===== config.mk =====
export PLATFORM = sky130hd
export DESIGN_NAME = etapa1_fetch
export DESIGN_NICKNAME = d
export VERILOG_FILES = /design/src/rtl/mips_pkg.sv /design/src/rtl/fetch_if_id_reg.sv /design/src/rtl/etapa1_fetch.sv
export SDC_FILE = /design/constraint.sdc
export NUM_CORES = 1
export LEC_CHECK = 0
export CAP_MARGIN = 5
export CORE_MARGIN = 4
export CORE_UTILIZATION = 25
export DETAILED_ROUTE_END_ITERATION = 8
export PLACE_DENSITY = 0.52
export SLEW_MARGIN = 10
export SYNTH_ARGS = -nofsm -noshare
export SYNTH_HDL_FRONTEND = slang
export SYNTH_HIERARCHICAL = 1
export SYNTH_SLANG_ARGS = --single-unit

===== constraint.sdc =====
create_clock -name clk -period 2.1 [get_ports clk]
set_clock_uncertainty 0.15 [all_clocks]
set_input_delay 0.42 -clock clk [delete_from_list [all_inputs] [get_ports clk]]
set_output_delay 0.42 -clock clk [all_outputs]
set_load 0.01 [all_outputs]

===== src/rtl/mips_pkg.sv =====
// Shared types and constants for the MIPS pipeline front end.
// The jump helper builds a J-type target from PC+4 and the 26-bit index field.
package mips_pkg;

  localparam int unsigned JIDX_W = 26;
  localparam logic [31:0] NOP_INSTR = 32'h0000_0000;
  localparam logic [31:0] RESET_PC_DEFAULT = 32'h0000_0000;
  localparam logic [31:0] INSTR_BYTES = 32'd4;

  typedef enum logic [2:0] {
    S_IDLE,
    S_REQ,
    S_WAIT,
    S_HELD,
    S_DROP
  } fetch_state_e;

  function automatic logic [31:0] jump_addr(input logic [31:0] pc4,
                                            input logic [JIDX_W-1:0] idx);
    return {pc4[31:28], idx, 2'b00};
  endfunction

endpackage


===== src/rtl/fetch_if_id_reg.sv =====
// IF/ID pipeline register: instruction word, its PC+4 and a valid bit.
// Load wins over clear; a cleared entry always reads back as NOP.
module fetch_if_id_reg
  import mips_pkg::*;
(
  input  logic        clk,
  input  logic        reset,
  input  logic        load_en,
  input  logic        clear_en,
  input  logic [31:0] load_instr,
  input  logic [31:0] load_pc4,
  output logic [31:0] instruction,
  output logic [31:0] pc_plus4,
  output logic        instr_valid
);

  logic [31:0] instr_q, instr_d;
  logic [31:0] pc4_q, pc4_d;
  logic        valid_q, valid_d;

  always_comb begin
    instr_d = instr_q;
    pc4_d   = pc4_q;
    valid_d = valid_q;
    if (load_en) begin
      instr_d = load_instr;
      pc4_d   = load_pc4;
      valid_d = 1'b1;
    end else if (clear_en) begin
      instr_d = NOP_INSTR;
      valid_d = 1'b0;
    end
  end

  always_ff @(posedge clk or negedge reset) begin
    if (!reset) begin
      instr_q <= NOP_INSTR;
      pc4_q   <= 32'h0;
      valid_q <= 1'b0;
    end else begin
      instr_q <= instr_d;
      pc4_q   <= pc4_d;
      valid_q <= valid_d;
    end
  end

  assign instruction = instr_q;
  assign pc_plus4    = pc4_q;
  assign instr_valid = valid_q;

endmodule


===== src/rtl/etapa1_fetch.sv =====
// Instruction-fetch stage: owns the PC, issues one read at a time and fills IF/ID.
// state | meaning
// IDLE  | just out of reset, no request yet
// REQ   | ready to issue a read for pc when IF/ID can take it
// WAIT  | one read outstanding
// HELD  | response parked in the hold buffer until IF/ID frees up
// DROP  | wrong-path read outstanding, its data will be discarded
module etapa1_fetch
  import mips_pkg::*;
#(
  parameter logic [31:0] RESET_PC = RESET_PC_DEFAULT
) (
  input  logic              clk,
  input  logic              reset,
  output logic              imem_req,
  output logic [31:0]       imem_addr,
  input  logic              imem_rvalid,
  input  logic [31:0]       imem_rdata,
  input  logic              stall,
  input  logic              jump,
  input  logic [JIDX_W-1:0] jump_target,
  output logic [31:0]       instruction,
  output logic [31:0]       pc_plus4,
  output logic              instr_valid
);

  fetch_state_e state_q, state_d;
  logic [31:0]  pc_q, pc_d;
  logic [31:0]  hold_instr_q, hold_instr_d;
  logic [31:0]  hold_pc4_q, hold_pc4_d;

  logic        jump_taken;
  logic        ifid_free;
  logic        ifid_load;
  logic        ifid_clear;
  logic [31:0] ifid_instr;
  logic [31:0] ifid_pc4;
  logic [31:0] pc_inc;
  logic [31:0] target;

  assign jump_taken = jump & instr_valid & ~stall;
  assign ifid_free  = ~instr_valid | ~stall;
  assign pc_inc     = pc_q + INSTR_BYTES;
  assign target     = jump_addr(pc_plus4, jump_target);
  // A consumed entry empties unless a load refills it the same cycle.
  assign ifid_clear = jump_taken | (instr_valid & ~stall);
  assign imem_addr  = {pc_q[31:2], 2'b00};

  always_comb begin
    state_d      = state_q;
    pc_d         = pc_q;
    hold_instr_d = hold_instr_q;
    hold_pc4_d   = hold_pc4_q;
    imem_req     = 1'b0;
    ifid_load    = 1'b0;
    ifid_instr   = imem_rdata;
    ifid_pc4     = pc_inc;
    case (state_q)
      S_IDLE: state_d = S_REQ;
      S_REQ: begin
        if (jump_taken) begin
          pc_d = target;
        end else if (ifid_free) begin
          imem_req = 1'b1;
          state_d  = S_WAIT;
        end
      end
      S_WAIT: begin
        if (jump_taken) begin
          pc_d    = target;
          state_d = imem_rvalid ? S_REQ : S_DROP;
        end else if (imem_rvalid) begin
          pc_d = pc_inc;
          if (ifid_free) begin
            ifid_load = 1'b1;
            state_d   = S_REQ;
          end else begin
            hold_instr_d = imem_rdata;
            hold_pc4_d   = pc_inc;
            state_d      = S_HELD;
          end
        end
      end
      S_HELD: begin
        if (jump_taken) begin
          pc_d    = target;
          state_d = S_REQ;
        end else if (ifid_free) begin
          ifid_load  = 1'b1;
          ifid_instr = hold_instr_q;
          ifid_pc4   = hold_pc4_q;
          state_d    = S_REQ;
        end
      end
      S_DROP: begin
        if (imem_rvalid) state_d = S_REQ;
      end
      default: state_d = S_IDLE;
    endcase
  end

  always_ff @(posedge clk or negedge reset) begin
    if (!reset) begin
      state_q      <= S_IDLE;
      pc_q         <= RESET_PC;
      hold_instr_q <= NOP_INSTR;
      hold_pc4_q   <= 32'h0;
    end else begin
      state_q      <= state_d;
      pc_q         <= pc_d;
      hold_instr_q <= hold_instr_d;
      hold_pc4_q   <= hold_pc4_d;
    end
  end

  fetch_if_id_reg u_if_id (
    .clk         (clk),
    .reset       (reset),
    .load_en     (ifid_load),
    .clear_en    (ifid_clear),
    .load_instr  (ifid_instr),
    .load_pc4    (ifid_pc4),
    .instruction (instruction),
    .pc_plus4    (pc_plus4),
    .instr_valid (instr_valid)
  );

endmodule

==> results.txt <==
final instance area -> 0.0117 mm2
non-filler cells, final -> 1358
slowest stage delay, CP -> 0.39 ns
floorplan row count -> 64
share of synthesized registers carrying an async set or reset -> 100%
worst endpoint required time -> 2.27 ns
CTS H-tree lvls -> 4
drt total wl -> 24400 um
die height -> 186 um
max cap viols -> 0
Critical Path Slowest Stage Cell -> dfrtp_2
GPL Wtd Cong -> 0.783
Yosys reg bits -> 162
R2R cell count -> 8
core footprint -> 0.0308 mm2
Power per Cell Area -> 1570 mW/mm2
Synth warnings -> 6
WL/cell -> 17.9 um
RR Endpoint -> u_if_id/pc_plus4[18]$_DFFE_PN0P_
gr usage total -> 13.5%
root buffer cell -> clkbuf_16
drt pass-1 iters -> 4
setup slack after layout -> 0.0203 ns
Total Neg Setup Slack -> 0 ns
worst hold-check path type -> input pin to async pin
die width -> 186 um
worst slack at placement -> -0.425 ns
crit start category -> register
Design Power -> 18.4 mW
first-pass GRT wire length -> 36500 um
Levels on crit path -> 8
Avg Synthesized Cell Area -> 11.1 um2
CTS tree -> yes
final worst path period need -> 2.08 ns
Die ar. -> 0.0344 mm2
final number of setup-violating endpoints -> 0
Final Max Slew Viols -> 0
most common cell in the synthesized netlist -> dfrtp_1
Cell Area, Synth -> 0.00788 mm2
Final Hold Fails -> 0
post-synth top area share -> 51.5%
post-synthesis sequential area ratio -> 51.5%
CTS Buffer Depth -> 2
critical path class -> register to register
Area Growth Syn to Fin -> 48.4%
CTS buffer count -> 17
clock slew at reported path FFs -> 0.07 ns
Vias -> 6337
largest net degree at the start of global routing -> 58
Via density -> 4.67
EDFF count, synth -> 0
crit-path cells -> ha_4, nand3_4, nor4_4, buf_4, nand4_1, xor2_1, a21oi_1, mux2_4
Achievable Freq -> 481 MHz
Starting DRT DRC Count -> 350
hpwl dp -> 16100 um
Placed Cells -> 1309
DRC viols -> 0
most common library cells after synthesis -> 162 x dfrtp_1, 87 x a21oi_1, 81 x mux2_2
R2R Path Start -> pc_q[2]$_DFFE_PN0P_
Main synth FF type -> dfrtp_1
Synth area leaders -> dfrtp_1 51%, mux2_2 12%, a21oi_1 5.5%
crit end category -> register
post-synth cell types -> 53
Crit path max-delay family -> simple AND/OR/NAND/NOR gates
PortBufs -> 158
Crit path buffers/inverters -> 1
CTS sink cnt -> 162
initial antenna violation count -> 2
Area after DPL -> 0.0106 mm2
Worst R2R Setup Slack -> 0.02 ns
Antenna Nets Post-Route -> 0
Initial Utilization -> 25.6%
period utilisation layout -> 99.0%
fin nets -> 1013
Cells after Synth -> 711
CP Max Fanout -> 4
Hold WS -> 0.307 ns
fin util -> 37.9%
post-synth top area cell -> dfrtp_1
status -> complete, no violations
top-level I/O count -> 161
clk_lat worst skew -> 0.43 ns
GR Overflow Total -> 0
VDD IR max -> 0.622 mV
RSZ-0062 raised after global routing -> yes
layout cells sized above 1 -> 30.2%
Critical Path AT -> 2.25 ns
vias in the first global route -> 6378
Static Leakage -> 5.07 nW
registers in the layout, indices dropped and copies added (netlist names):
name                 flops
hold_instr_q            32
hold_pc4_q              32
pc_q                    30
state_q                  3
u_if_id/instr_valid      1
u_if_id/instruction     32
u_if_id/pc_plus4        32
placed cells by master (no fill, tap or decap), types with 4 or more instances in the layout:
cell type	count
xnor2_1	9
inv_1	10
clkbuf_16	20
nand3_1	7
nand4_1	8
dlymetal6s2s_1	11
nor3_1	4
mux2_4	19
dlygate4sd2_1	9
buf_6	5
xnor2_2	4
a21o_1	4
xor2_1	12
buf_4	86
dfrtp_1	159
a2bb2oi_1	14
nand3_2	4
o21ai_0	15
mux2_2	79
o22ai_1	16
nand2_1	38
buf_12	15
nor2_1	65
a22o_1	32
clkdlybuf4s50_1	136
nor4_4	4
a21oi_1	87
nor2_2	9
bufinv_16	5
logic make-up after synthesis:
logic type | count (synthesis) | share of synthesized area [%]
xor gates and xnor gates | 28 | 3.11
DFF | 162 | 51.5
and+or+nand+nor | 169 | 10.5
buffers and inverters | 61 | 4.21
muxes | 100 | 15.1
AOI/OAI and AO/OA | 189 | 15.4
adders and majority gates | 1 | 0.159
other | 1 | 0.0476
report_power, final:
part,switching [mW],internal (mW),leakage (nW),total (mW)
Combinational,4.25,5.02,2.79,9.27
Clock,1.43,2.17,0.317,3.60
Sequential,0.900,4.58,1.97,5.48
layer usage:
metal  routed length [um]  global-route usage [%]
met1                11500                    18.7
met2                11000                    20.8
met3                 1570                    4.38
met4                  287                    2.97
met5                   12                       0
worst max-delay path by stage:
stage | from | endpoint
after floorplan | pc_q[3]$_DFFE_PN0P_ | u_if_id/pc_plus4[18]$_DFFE_PN0P_
after global placement | stall | u_if_id/pc_plus4[3]$_DFFE_PN0P_
after detailed placement | jump | u_if_id/pc_plus4[3]$_DFFE_PN0P_
after CTS | pc_q[3]$_DFFE_PN0P_ | u_if_id/pc_plus4[18]$_DFFE_PN0P_
after global routing | pc_q[12]$_DFFE_PN0P_ | u_if_id/pc_plus4[28]$_DFFE_PN0P_
final | pc_q[2]$_DFFE_PN0P_ | u_if_id/pc_plus4[18]$_DFFE_PN0P_
layout make-up:
cell class / instances / area, um2
Antenna cell: 1 / 2.50
Clock buffer: 18 / 439
Fill cell: 2995 / 19100
Timing Repair Buffer: 269 / 2730
Sequential cell: 162 / 4060
Inverter: 10 / 37.5
Multi-Input combinational cell: 489 / 3710
Clock inverter: 13 / 223
Tap cell: 396 / 495
what timing repair did:
action                                 4_1_cts  5_1_grt
setup endpoints to repair                   23       56
gates resized for setup                     23       46
cloned                                       0        5
hold buffers                                 1        0
buffers inserted                             4        7
pin swaps                                    4       11
endpoints found under the hold margin       33        0
No activity file was read; power rests on OpenSTA's default activity.
==> RTL edit 1, RTL diff (same settings) <==
Reset style: synchronous (`reset`), changed in 2 clocked blocks.
--- a/src/rtl/fetch_if_id_reg.sv
+++ b/src/rtl/fetch_if_id_reg.sv
@@ -32,7 +32,7 @@
     end
   end
 
-  always_ff @(posedge clk or negedge reset) begin
+  always_ff @(posedge clk) begin
     if (!reset) begin
       instr_q <= NOP_INSTR;
       pc4_q   <= 32'h0;
--- a/src/rtl/etapa1_fetch.sv
+++ b/src/rtl/etapa1_fetch.sv
@@ -99,7 +99,7 @@
     endcase
   end
 
-  always_ff @(posedge clk or negedge reset) begin
+  always_ff @(posedge clk) begin
     if (!reset) begin
       state_q      <= S_IDLE;
       pc_q         <= RESET_PC;
Formal check against the unedited RTL: differs if reset is asserted again (counterexample within 4 cycles, from zero or initial values and one cycle with reset low); with reset held inactive, the same outputs for 4 cycles.
==> RTL edit 1 against the original RTL <==
Area after synthesis grew 3.9%. Utilization down 1.4 points. Routed wire length is 6.1% higher. Worst setup slack improved by 0.025 ns. Cell area decreased by 0.30%. Sequential cell count did not move.
Power is not compared: it rests on default switching activity, and its combinational part moved more than twofold at a synthesized area within 25%.
==> RTL edit 1: results (changes against the original RTL) <==
metric;value;unit;change
status;completed;;
grt_max_degree;37;;-36%
ff_latch_area;3280;um2;-19%
hold_path.class;primary input to flip-flop;;
synthDistinctLibCells;62;;+17%
critical_path_arrival;1.48;ns;-0.77 ns
nNonClkInverters;4;;-6
cts.root.buffer_cell;clkbuf_16;;
synthMuxAreaShare;0.0485;;-0.102
reg2regPathDepth;7;;-1
antenna_cells;0;;-1
grt.total_usage;0.143;;+0.00752
viasPerCell;4.57;;-2.0%
nMultiInputCombCells;752;;+54%
ys_top_cells_by_count;nand2_1, dfxtp_1, a21oi_1;;
nClkBuffers;21;;+3
dpl.hpwl;18200;um;+13%
synth_adder_area_share;0.00153;;-0.0000590
async_flop_share;0;;-1.00
drive_gt1_frac;0.225;;-0.0767
worstHoldEndpoint;pc_q[28];;
fin_nets;1273;;+26%
synth_compound_area_frac;0.164;;+0.0103
synth_ff_type;dfxtp_1;;
cp_top_family;buffers and inverters;;
slowest_stage;clkdlybuf4s50_1;;
grt_pass1_vias;7413;;+16%
gp_congestion;0.806;;+2.9%
buffers;272;;+1.1%
clkCellAreaFrac;0.0545;;-0.00208
r2r_slack;0.05;ns;+0.02 ns
r2r_start;pc_q[2];;
fill_cells;3319;;+11%
grt_pass1_wl;41300;um;+13%
cpPeakStageDelay;0.60;ns;+0.21 ns
hold_ws;0.223;ns;-0.0840 ns
synth-xor-area-share;0.0300;;-0.00116
buffer_area_frac;0.223;;-0.00971
antenna_found_initial;1;;-1
crit_fanout;7;;+3
synthTopCellsByArea;dfxtp_1, nand2_1, a21oi_1;;
multiInputGateArea;4580;um2;+23%
cts_buffers;17;;unchanged
ys_seq_area_frac;0.396;;-0.118
drtIter0Drc;439;;+25%
firstDrtPassIters;5;;+1
[RTL edit 1: cell types whose count changed in the layout (fill, tap and decap cells not counted), sizes merged, moves of 13 or more]
cell,unedited run,this run
clkdlybuf4s50,136,150
a22o,32,0
nand2,40,204
a2bb2oi,14,1
nand3,13,57
nand2b,3,35
mux2i,2,34
nor2b,2,35
dfxtp,0,162
o21ai,15,54
mux2,98,5
dfrtp,162,0
a211oi,1,19
[RTL edit 1: through the flow]
step           setup WS (ns)  area, um2  std cells
2_1_floorplan        -0.0167       8220       1001
5_1_grt              -0.0231      11700       1657
6_report              0.0450      11700       1657
4_1_cts              0.00989      11500       1653
3_5_place_dp          -0.606      10800       1616
3_3_place_gp          -0.655      10800       1616
[RTL edit 1: tightest hold or removal path, delay by kind of cell]
family / cells / cell delay (ns)
compound gates: 1 / 0.10
simple gates: 1 / 0.04
buf+inv: 1 / 0.19
[RTL edit 1: worst max path at each step]
stage | start | to
floorplan | pc_q[6] | u_if_id/pc_plus4[31]
global placement | stall | pc_q[23]
detailed placement | stall | pc_q[20]
CTS | pc_q[28] | imem_addr[28]
global route | pc_q[2] | u_if_id/pc_plus4[30]
finish | pc_q[4] | imem_addr[4]
[RTL edit 1: where the power goes]
part           internal [mW]  leakage, nW  switching (mW)
Combinational           1.09         2.58            1.22
Sequential              3.24         1.32           0.149
Clock                   2.07        0.304            1.34
Total                   6.39         4.20            2.70
[RTL edit 1: metal layers]
layer | global-route usage | share of wire
met1 | 0.192 | 0.48
met3 | 0.0308 | 0.037
met2 | 0.232 | 0.47
met4 | 0.0398 | 0.015
met5 | 0 | 0.00077
[RTL edit 1: timing repair]
item / CTS / global route
buffers inserted: 5 / 4
hold endpoints to repair: 0 / 0
pin swaps: 7 / 7
setup endpoints to repair: 29 / 75
gates cloned: 0 / 0
gates resized for setup: 27 / 32
==> RTL edit 2, RTL diff (config.mk and constraints unchanged) <==
Without the edit above. Encoding of `fetch_state_e`: now one-hot (5 bits for 5 states).
--- a/src/rtl/mips_pkg.sv
+++ b/src/rtl/mips_pkg.sv
@@ -7,12 +7,12 @@
   localparam logic [31:0] RESET_PC_DEFAULT = 32'h0000_0000;
   localparam logic [31:0] INSTR_BYTES = 32'd4;
 
-  typedef enum logic [2:0] {
-    S_IDLE,
-    S_REQ,
-    S_WAIT,
-    S_HELD,
-    S_DROP
+  typedef enum logic [4:0] {
+    S_IDLE = 5'b00001,
+    S_REQ  = 5'b00010,
+    S_WAIT = 5'b00100,
+    S_HELD = 5'b01000,
+    S_DROP = 5'b10000
   } fetch_state_e;
 
   function automatic logic [31:0] jump_addr(input logic [31:0] pc4,
Behaviour: same outputs for any inputs over 4 cycles, from zero or initial values and one cycle with reset low; so few cycles prove little.
==> RTL edit 2 against the original RTL <==
The run now ends with negative setup slack left. Routed wire length grew 19%. Final cell count grew 12%. Largest cell class is now multi-input gates. Sequential cell count grew 2. Power shrank 5.9%. Largest power group unchanged. Worst setup slack lost 0.13 ns. Cell area grew 16%. Die area grew 6.3%. Area after synthesis grew 6.6%.
==> RTL edit 2: results (changes against the original RTL) <==
metric;value;unit;change
finalCriticalPeriod;2.21;ns;+0.132 ns
power.leakage;6.23;nW;+23%
met2WireLength;13400;um;+22%
wl_met3;1250;um;-20%
route.top_layer_used;met4;;
crit_fanout;5;;+1
fin_nets;1135;;+12%
grt_pass1_vias;7159;;+12%
firstDrtPassIters;5;;+1
antenna_cells;0;;-1
ys_warn_count;6;;unchanged
status;complete, but fails checks;;
synthDistinctLibCells;65;;+23%
setup_viol_count_final;117;;+117
grt_pass1_wl;41400;um;+14%
synth_compound_area_frac;0.169;;+0.0151
wirelength;29000;um;+19%
gp_congestion;0.837;;+6.8%
synthMuxAreaShare;0.149;;-0.00157
drive_gt1_frac;0.418;;+0.116
viasPerCell;4.70;;+0.82%
drtIter0Drc;383;;+9.4%
grt.total_usage;0.145;;+0.00950
ys_seq_area_frac;0.489;;-0.0257
violations;negative setup slack;;
antenna_found_initial;0;;-2
ys_top_cells_by_count;dfrtp_1, nand2_1, a21oi_1, mux2_2, nor2_1;;
grt_max_degree;49;;-16%
dpl.hpwl;18700;um;+16%
setup_ws;-0.112;ns;-0.132 ns
synth-xor-area-share;0.0313;;+0.000161
drt-met1-wl;13700;um;+19%
cp_top_family;compound AO/OA/AOI/OAI gates;;
ir_drop;0.000712;V;+15%
post-place-ws;-0.552;ns;-0.127 ns
==> RTL edit 2: cell types whose count changed after synthesis, sizes merged, moves of 7 or more <==
cell | unedited run | this run
o21ai | 15 | 51
o22ai | 16 | 9
and3 | 3 | 10
a2bb2oi | 14 | 6
nand2 | 40 | 64
a21oi | 87 | 62
and2 | 2 | 11
nor2 | 75 | 50
nand4 | 9 | 16
==> RTL edit 2: final cells by class <==
cell class                 instances  area share
inverter                          11     0.00304
clock inverter                    12      0.0130
multi-input combinational        530       0.336
clock buffer                      20      0.0336
timing repair buffer             347       0.271
sequential                       164       0.303
tap                              442      0.0407
==> RTL edit 2: report_power, final <==
| part | switching, mW | leakage (nW) | total (mW) | internal [mW] |
|---|---|---|---|---|
| logic | 3.71 | 3.77 | 8.45 | 4.74 |
| clock network | 1.39 | 0.306 | 3.45 | 2.06 |
| registers | 0.920 | 2.15 | 5.36 | 4.44 |
==> RTL edit 2: cells by family (layout without fill, tap and decap cells) <==
kind of cell             Yosys count  after routing
AO/OA/AOI/OAI                    207            208
other                              1              2
XOR/XNOR                          30             30
buffers and inverters             72            390
AND/OR/NAND/NOR                  190            190
flip-flops                       164            164
adder cells (fa/ha/maj)            1              1
multiplexers                      99             99
==> RTL edit 2: worst reg2reg max path, stage by stage, from the launching register on <==
cell and delay, ns:
dfrtp_2 0.46, nand2b_4 0.16, or3_4 0.33, a311o_2 0.44
buf_4 0.18, a31o_1 0.18, a32o_1 0.20
==> RTL edit 2: worst paths after layout <==
path,from,endpoint,cells past startpoint
max,state_q[2],pc_q[29],6
min,reset,hold_pc4_q[11],2
min reg2reg,hold_pc4_q[12],hold_pc4_q[12],2
max in group asynchronous,reset,state_q[0],3
min in group clk,hold_pc4_q[12],hold_pc4_q[12],2
max reg2reg,state_q[2],pc_q[29],6
==> RTL edit 2: repair_timing <==
| item | CTS | global route |
|---|---|---|
| endpoints found under the hold margin | 23 | 0 |
| resized for setup | 59 | 160 |
| endpoints found under the setup margin | 135 | 142 |
| pin swaps | 11 | 45 |
| buffers inserted | 7 | 16 |
| gates cloned | 2 | 23 |
| hold buffers | 1 | 0 |
==> RTL edit 2: stage by stage <==
stage,hold slack (ns),TNS [ns],cell area [um2],instances
floorplan,-0.0256,-9.02,8490,765
global placement,0.170,-58.60,11500,1446
detailed placement,0.177,-61.02,11500,1446
CTS,0.269,-1.85,12500,1488
global route,0.304,-14.18,13600,1526
finish,0.282,-3.98,13600,1526
==> RTL edit 2: per-layer routing <==
| metal | global-route usage | vias to the layer above |
|---|---|---|
| met3 | 0.0283 | 29 |
| met5 | 0 | - |
| met2 | 0.217 | 166 |
| li1 | - | 3383 |
| met1 | 0.207 | 3601 |
| met4 | 0.0517 | 0 |
